## config.mk

```make
export PLATFORM = sky130hd
export DESIGN_NAME = pipe_ctrl
export DESIGN_NICKNAME = d
export VERILOG_FILES = /design/src/rtl/pipe_ctrl.sv
export SDC_FILE = /design/constraint.sdc
export NUM_CORES = 1
export LEC_CHECK = 0
export ABC_AREA = 1
export BUFFER_PORTS_ARGS = -buffer_cell sky130_fd_sc_hd__buf_2
export CAP_MARGIN = 20
export CORE_MARGIN = 2
export CORE_UTILIZATION = 25
export DETAILED_ROUTE_END_ITERATION = 8
export GPL_ROUTABILITY_DRIVEN = 0
export GPL_TIMING_DRIVEN = 0
export MAX_ROUTING_LAYER = met4
export PLACE_DENSITY = 0.44
export SLEW_MARGIN = 20
export SYNTH_ARGS = -nofsm -noshare
export SYNTH_HDL_FRONTEND = slang
export SYNTH_SLANG_ARGS = --single-unit
```

## constraint.sdc

```tcl
create_clock -name clk -period 2.45 [get_ports clk]
set_input_delay 0.6125 -clock clk [delete_from_list [all_inputs] [get_ports clk]]
set_output_delay 0.6125 -clock clk [all_outputs]
set_load 0.01 [all_outputs]
```

## src/rtl/pipe_ctrl.sv

```systemverilog
// Pipeline sequencing controller: per-cycle PC/pipeline-register write enables and
// bubble inserts for load-use, taken branch, memory stalls and HLT drain.
module pipe_ctrl #(
  parameter int REG_W        = 4,
  parameter int DRAIN_CYCLES = 3,
  parameter int CNT_W        = 16
) (
  input  logic             clk,
  input  logic             rst,
  input  logic [REG_W-1:0] id_rs,
  input  logic [REG_W-1:0] id_rt,
  input  logic             id_uses_rs,
  input  logic             id_uses_rt,
  input  logic             id_halt,
  input  logic             id_branch_taken,
  input  logic             ex_memrd,
  input  logic [REG_W-1:0] ex_rd,
  input  logic             imem_busy,
  input  logic             dmem_busy,
  output logic             pc_wen,
  output logic             ifid_wen,
  output logic             idex_wen,
  output logic             exmem_wen,
  output logic             memwb_wen,
  output logic             ifid_flush,
  output logic             idex_flush,
  output logic             halted,
  output logic [CNT_W-1:0] stall_cycles
);

  localparam int DW = $clog2(DRAIN_CYCLES + 1);

  typedef enum logic [1:0] {RUN, DRAIN, HALTED} state_t;

  typedef struct packed {
    logic pc;
    logic ifid;
    logic idex;
    logic exmem;
    logic memwb;
    logic ifid_fl;
    logic idex_fl;
  } ctrl_t;

  localparam ctrl_t C_IDLE    = '0;
  localparam ctrl_t C_ADVANCE = 7'b1111100;
  localparam ctrl_t C_LU      = 7'b0011101;
  localparam ctrl_t C_BRANCH  = 7'b1111110;
  localparam ctrl_t C_HOLDPC  = 7'b0111110;
  localparam ctrl_t C_DRHOLD  = 7'b0000010;
  localparam ctrl_t C_DRADV   = 7'b0111111;

  state_t          state, state_nxt;
  logic [DW-1:0]   drain_cnt, drain_nxt;
  logic [CNT_W-1:0] cnt;
  ctrl_t           c;
  logic            rs_hit, rt_hit, lu;

  assign rs_hit = id_uses_rs && (id_rs == ex_rd);
  assign rt_hit = id_uses_rt && (id_rt == ex_rd);
  assign lu     = ex_memrd && (ex_rd != '0) && (rs_hit || rt_hit);

  always_ff @(posedge clk or negedge rst) begin
    if (!rst) begin
      state     <= RUN;
      drain_cnt <= '0;
    end else begin
      state     <= state_nxt;
      drain_cnt <= drain_nxt;
    end
  end

  always_comb begin
    c         = C_IDLE;
    state_nxt = state;
    drain_nxt = drain_cnt;
    unique case (state)
      RUN: begin
        if (dmem_busy)            c = C_IDLE;
        else if (lu)              c = C_LU;
        // a taken branch discards any in-flight fetch, so imem_busy cannot hold the PC
        else if (id_branch_taken) c = C_BRANCH;
        else if (id_halt) begin
          c         = C_HOLDPC;
          state_nxt = DRAIN;
          drain_nxt = DW'(DRAIN_CYCLES);
        end
        else if (imem_busy)       c = C_HOLDPC;
        else                      c = C_ADVANCE;
      end
      DRAIN: begin
        if (dmem_busy) c = C_DRHOLD;
        else begin
          c         = C_DRADV;
          drain_nxt = drain_cnt - DW'(1);
          if (drain_cnt == DW'(1)) state_nxt = HALTED;
        end
      end
      HALTED:  c = C_IDLE;
      default: begin
        c         = C_IDLE;
        state_nxt = RUN;
      end
    endcase
  end

  // Controls are forced quiet for the whole time reset is held.
  assign pc_wen     = rst & c.pc;
  assign ifid_wen   = rst & c.ifid;
  assign idex_wen   = rst & c.idex;
  assign exmem_wen  = rst & c.exmem;
  assign memwb_wen  = rst & c.memwb;
  assign ifid_flush = rst & c.ifid_fl;
  assign idex_flush = rst & c.idex_fl;
  assign halted     = (state == HALTED);

  always_ff @(posedge clk or negedge rst) begin
    if (!rst)                                  cnt <= '0;
    else if (state == RUN && !c.pc && !(&cnt)) cnt <= cnt + CNT_W'(1);
  end

  assign stall_cycles = cnt;

endmodule

```

==> metrics.cfg, run 1 <==
[placement]
place_area_um2=1810
portBuffers=44
dp_hpwl_mm=2.93
placedCellCount=335

[global_routing]
grt_usage_pct=12.8
grt_max_degree=23
gr-total-overflow=0
grt_antenna_before_repair=0
grt_pass1_vias=1479
grt_pass1_wl_mm=6.51

[worst_setup_path]
r2r_cells=9
crit_top_cell=nand2_1
slowest_delay_ns=0.16
worst-endpoint-arrival_ns=1.63
endpoint_kind=primary output
cp_max_fo=4
slowest_stage=a21oi_1
path_cells=buf_2 -> inv_2 -> nand2_1 -> nand2_1 -> nor2_1 -> nand3_1 -> nand2_1 -> nand2_2 -> nand3_1 -> a21oi_1 -> buf_2
critPathKind=input pin to primary output
required_ns=1.84
start_kind=input pin

[pwr]
pwr-share-seq_pct=51.5
swShare_pct=22.9
power.switching_uw=148
leakage_uw=0.00102
p_int_uw=498
power_density_nw_per_um2=344
combPwrFrac_pct=8.5
pwr-share-clk_pct=40.0
peakVddDrop_uv=204

[synth]
syn_area_per_cell_um2=6.91
synth_top_area_share_pct=33.5
synthTopCellsByCount=70 x nand2_1, 24 x nor2_1, 23 x inv_1
async_flop_share_pct=100
netlist_area_um2=1490
synth_area_leaders=dfrtp_1 34%, nand2_1 18%, nand4_1 6.7%
yosys_warnings=0
synth_nets=239
synth.most_common_cell=nand2_1
synth_edf_count=0
synth_area_leader_cell=dfrtp_1
synth_flop_cell=dfrtp_1
synthesis.instances=216
ys_ff_latch=20
ys_seq_area_share_pct=33.5
synthDistinctLibCells=23

[timing]
maxSlewHeadroom_pct=66.1
finalSetupViolations=0
fin_crit_sh_pct=91.4
hold_viol=0
rsz0062_at_grt=false
finalCriticalPeriod_ns=2.24
worst_pin_slew_ns=0.509
max_freq_mhz=446
worst_clock_skew_ns=0.00311
final_max_slew_viol_count=0

[clocking]
h-tree-depth=1
numCtsBuffers=3
clk_path_buf_depth=2
clk_pin_slew_worst_paths_ns=0.08
cts_root_buf=clkbuf_8
cts_tree=yes
clock_latency_ns=0.26
numClockSinks=20
ctsHoldBuffers=0

[drt]
drtAntennaViolNets=0
post_drt_wl_per_cell_um=11.1
vias=1472
wl_mm=3.80
routed_via_density=4.32
drc=0
initialDrtViolationCount=45
first_pass_iters=4

[finish]
final_area_um2=1880
drive_above_1_share_pct=25.9
nFillCells=648
antenna_cells=0
final_cells=341
fin_nets=290
area_delta_synth_final_pct=25.9

[floorplanning]
die_area_um2=6600
core_um2=5850
start_util_pct=25.5
die_w_um=81.3
fp-row-count=28
die-height_um=81.3
num_io_pins=45

[worst_hold_path]
hold_path_class=input pin to async pin

[outcome]
outcome=complete, no violations

[flow_run]
drv_cap=0

-- placed cells by master, fill, tap and decap left out --
cell type / count
a21boi_1: 1
a21oi_1: 2
buf_2: 47
buf_4: 5
buf_6: 1
clkbuf_8: 4
dfrtp_1: 20
ha_1: 2
inv_1: 23
inv_2: 3
nand2_1: 70
nand2_2: 2
nand2_4: 1
nand3_1: 14
nand3_4: 2
nand4_1: 16
nor2_1: 24
nor2_4: 2
nor3_1: 5
nor3_2: 2
o21ai_0: 2
o21ai_1: 3
xnor2_1: 6
xor2_1: 9
-- per-stage QoR --
step	hold slack, ns	util (%)	worst slack (ns)	setup TNS (ns)	total power (uW)
after floorplan	0.317	-	0.326	0	364
after global placement	0.484	30.9	-0.0783	-0.0783	396
after detailed placement	0.484	30.9	-0.0785	-0.0785	396
after CTS	0.333	31.7	0.0137	0	661
after global routing	0.339	32.1	0.0682	0	683
final	0.313	32.1	0.210	0	646
-- repair_timing --
action	4_1_cts	5_1_grt
setup buffers	0	3
endpoints found under the setup margin	1	1
gates resized for setup	0	0
pin swaps	0	0
hold endpoints to repair	0	0
-- worst paths after layout --
check	from	to	slack, ns
worst max register to register	stall_cycles[0]	stall_cycles[6]	0.63
worst min-delay path	rst	stall_cycles[4]	0.31
min in group clk	drain_cnt[1]	drain_cnt[1]	0.50
worst min register to register	drain_cnt[1]	drain_cnt[1]	0.50
max in group asynchronous	rst	stall_cycles[0]	1.80
worst max-delay path	ex_rd[1]	ifid_flush	0.21
-- worst max-delay path: cells and delay by family --
| kind | cells | cell delay (ns) |
|---|---|---|
| AO/OA/AOI/OAI | 1 | 0.16 |
| buffers and inverters | 3 | 0.33 |
| AND/OR/NAND/NOR | 7 | 0.51 |
-- power groups by stage --
stage	sequential (uW)	clock (uW)	combinational, uW
after floorplan	339	0	25.3
after global placement	339	0	56.4
after detailed placement	339	0	56.9
after CTS	333	272	57.1
after global routing	333	285	64.4
final	332	258	55.0
-- sequential cells by signal, summed over array words and instances, names as in the netlist --
name / cells
drain_cnt: 2
stall_cycles: 16
state: 2
-- cell families (layout without fill, tap and decap cells) --
logic type / after synthesis / count (layout) / synth area share (%)
buffers and inverters: 33 / 83 / 9.64
adder cells (fa/ha/maj): 2 / 2 / 1.68
flip-flops: 20 / 20 / 33.5
AO/OA/AOI/OAI: 8 / 8 / 2.85
XOR/XNOR: 15 / 15 / 8.80
AND/OR/NAND/NOR: 138 / 138 / 43.5
-- area by class of cell --
type / count / area, um^2 / area share (%)
plain buffers: 6 / 41.3 / 2.20
multi-input cells: 163 / 848 / 45.1
well taps: 75 / 93.8 / 4.99
repair buffers: 47 / 243 / 12.9
flip-flops and latches: 20 / 500 / 26.6
inverters: 26 / 97.6 / 5.19
clock buffers: 4 / 55.1 / 2.93
-- per-layer routing --
metal	wire (um)	part of all wire, %	GRT usage (%)	vias to the layer above
li1	-	-	-	785
met1	1850	49	16.5	653
met2	1730	45	21.1	32
met3	209	5.5	3.00	2
met4	12	0.32	1.53	0
met5	0	0	-	-
No activity file was read; power rests on OpenSTA's default activity.
==> inputs of run 2 (changes only) <==
--- a/config.mk
+++ b/config.mk
@@ -8,7 +8,7 @@
 export ABC_AREA = 1
 export BUFFER_PORTS_ARGS = -buffer_cell sky130_fd_sc_hd__buf_2
 export CAP_MARGIN = 20
-export CORE_MARGIN = 2
+export CORE_MARGIN = 5
 export CORE_UTILIZATION = 25
 export DETAILED_ROUTE_END_ITERATION = 8
 export GPL_ROUTABILITY_DRIVEN = 0
==> metrics.cfg, run 2 (same netlist as run 1, synthesis figures left out) <==
[outcome]
outcome=complete, no violations  ; unchanged

[finish]
final_area_um2=1860  ; was 1880 um^2
drive_above_1_share_pct=25.4  ; was 25.9%
largest_reg_flops=16  ; unchanged
final_util_pct=31.8  ; was 32.1%
layout_commonest_cell=nand2_1  ; unchanged
area_delta_synth_final_pct=24.5  ; was 25.9%
antenna_cells=0  ; unchanged
mostFrequentLayoutCells=70 x nand2_1, 47 x buf_2, 24 x nor2_1  ; unchanged
fin_nets=289  ; was 290

[floorplanning]
num_io_pins=45  ; unchanged
die-height_um=87.3  ; was 81.3 um
fp-row-count=28  ; unchanged
die_area_um2=7620  ; was 6600 um^2
start_util_pct=25.5  ; unchanged
die_w_um=87.3  ; was 81.3 um
core_um2=5850  ; unchanged

[worst_setup_path]
endpoint_kind=primary output  ; unchanged
path_cells=buf_2 -> inv_2 -> nand2_1 -> nand2_1 -> nor2_1 -> nand3_1 -> nand2_1 -> nand2_2 -> nand3_1 -> a21oi_1 -> buf_2  ; unchanged
slowest_stage=a21oi_1  ; unchanged
required_ns=1.84  ; about the same
critPathKind=input pin to primary output  ; unchanged
worst-endpoint-arrival_ns=1.64  ; was 1.63 ns
cp_max_fo=4  ; unchanged
crit_top_cell=nand2_1  ; unchanged
worstReg2RegStart=stall_cycles[0]  ; unchanged
start_kind=input pin  ; unchanged
startpoint=ex_rd[1]  ; unchanged
slowest_delay_ns=0.17  ; was 0.16 ns

[drt]
drtAntennaViolNets=0  ; unchanged
routed_via_density=4.21  ; was 4.32
initialDrtViolationCount=68  ; was 45
first_pass_iters=4  ; unchanged
post_drt_wl_per_cell_um=11.6  ; was 11.1 um
vias=1428  ; was 1472
drc=0  ; unchanged
wl_mm=3.95  ; was 3.80 mm

[global_routing]
grt_pass1_wl_mm=6.49  ; was 6.51 mm
grt_usage_pct=10.8  ; was 12.8%
grt_max_degree=23  ; unchanged
gr-total-overflow=0  ; unchanged
grt_pass1_vias=1389  ; was 1479
grt_antenna_before_repair=0  ; unchanged

[clocking]
cts_tree=yes  ; unchanged
numClockSinks=20  ; unchanged
clk_pin_slew_worst_paths_ns=0.07  ; was 0.08 ns
clock_latency_ns=0.26  ; about the same
numCtsBuffers=3  ; unchanged
cts_root_buf=clkbuf_8  ; unchanged
ctsHoldBuffers=0  ; unchanged
clk_path_buf_depth=2  ; unchanged
h-tree-depth=1  ; unchanged

[timing]
final_max_slew_viol_count=0  ; unchanged
fin_crit_sh_pct=91.9  ; was 91.4%
fin_setup_tns_ns=0  ; unchanged
maxSlewHeadroom_pct=66.3  ; was 66.1%
max_freq_mhz=444  ; was 446 MHz
worst_clock_skew_ns=0.00188  ; was 0.00311 ns
rsz0062_at_grt=false  ; unchanged
hold_viol=0  ; unchanged
worst_pin_slew_ns=0.506  ; was 0.509 ns
worst_slack_ns=0.197  ; was 0.210 ns
finalCriticalPeriod_ns=2.25  ; was 2.24 ns
finalSetupViolations=0  ; unchanged

[worst_hold_path]
hold_path_class=input pin to async pin  ; unchanged

[pwr]
leakage_uw=0.00101  ; was 0.00102 uW
peakVddDrop_uv=207  ; was 204 uV
power_density_nw_per_um2=325  ; was 344 nW/um^2

[placement]
pre_cts_slack_ns=-0.0652  ; was -0.0785 ns
dp_hpwl_mm=3.07  ; was 2.93 mm
place_area_um2=1810  ; unchanged
portBuffers=44  ; unchanged

[flow_run]
drv_cap=0  ; unchanged

run 2: through the flow:
step,hold slack [ns],power [uW],cells
after floorplan,0.317,364,216
after global placement,0.482,395,335
after detailed placement,0.524,396,335
after CTS,0.333,621,337
after global routing,0.362,642,339
final,0.317,603,339
run 2: layer usage:
metal | vias up | track usage [%] | share of wire [%]
li1 | 789 | - | -
met3 | 2 | 2.93 | 5.7
met2 | 29 | 17.2 | 44
met5 | - | - | 0
met1 | 608 | 14.2 | 50
met4 | 0 | 1.26 | 0.43
run 2: worst paths after layout:
check	to	slack (ns)	cells past startpoint
setup / recovery	ifid_flush	0.20	11
hold / removal	drain_cnt[1]	0.32	1
setup reg to reg	stall_cycles[5]	0.61	9
hold reg to reg	drain_cnt[1]	0.53	2
max in group asynchronous	stall_cycles[0]	1.79	1
min in group clk	drain_cnt[1]	0.53	2
run 2: where the power goes:
group          leakage, uW  switching, uW  internal [uW]
registers         0.000270           1.17            332
logic             0.000722           32.1           23.5
clock network    0.0000216            105            109
run 2: repair_timing:
| item | CTS | global route |
|---|---|---|
| resized for setup | 0 | 0 |
| setup endpoints to repair | 1 | 1 |
| setup buffers | 0 | 2 |
| pin swaps | 0 | 0 |
run 2: layout make-up:
| class | count | area, um^2 |
|---|---|---|
| buffer | 6 | 41.3 |
| fill | 655 | 3990 |
| multi-input combinational | 163 | 848 |
| clock buffer | 3 | 41.3 |
| tap | 75 | 93.8 |
| sequential | 20 | 500 |
| timing repair buffer | 46 | 235 |
| inverter | 26 | 97.6 |
run 2: critical path: cells and delay by family:
family / cells / cell delay [ns]
compound gates: 1 / 0.17
buf+inv: 3 / 0.33
simple gates: 7 / 0.53
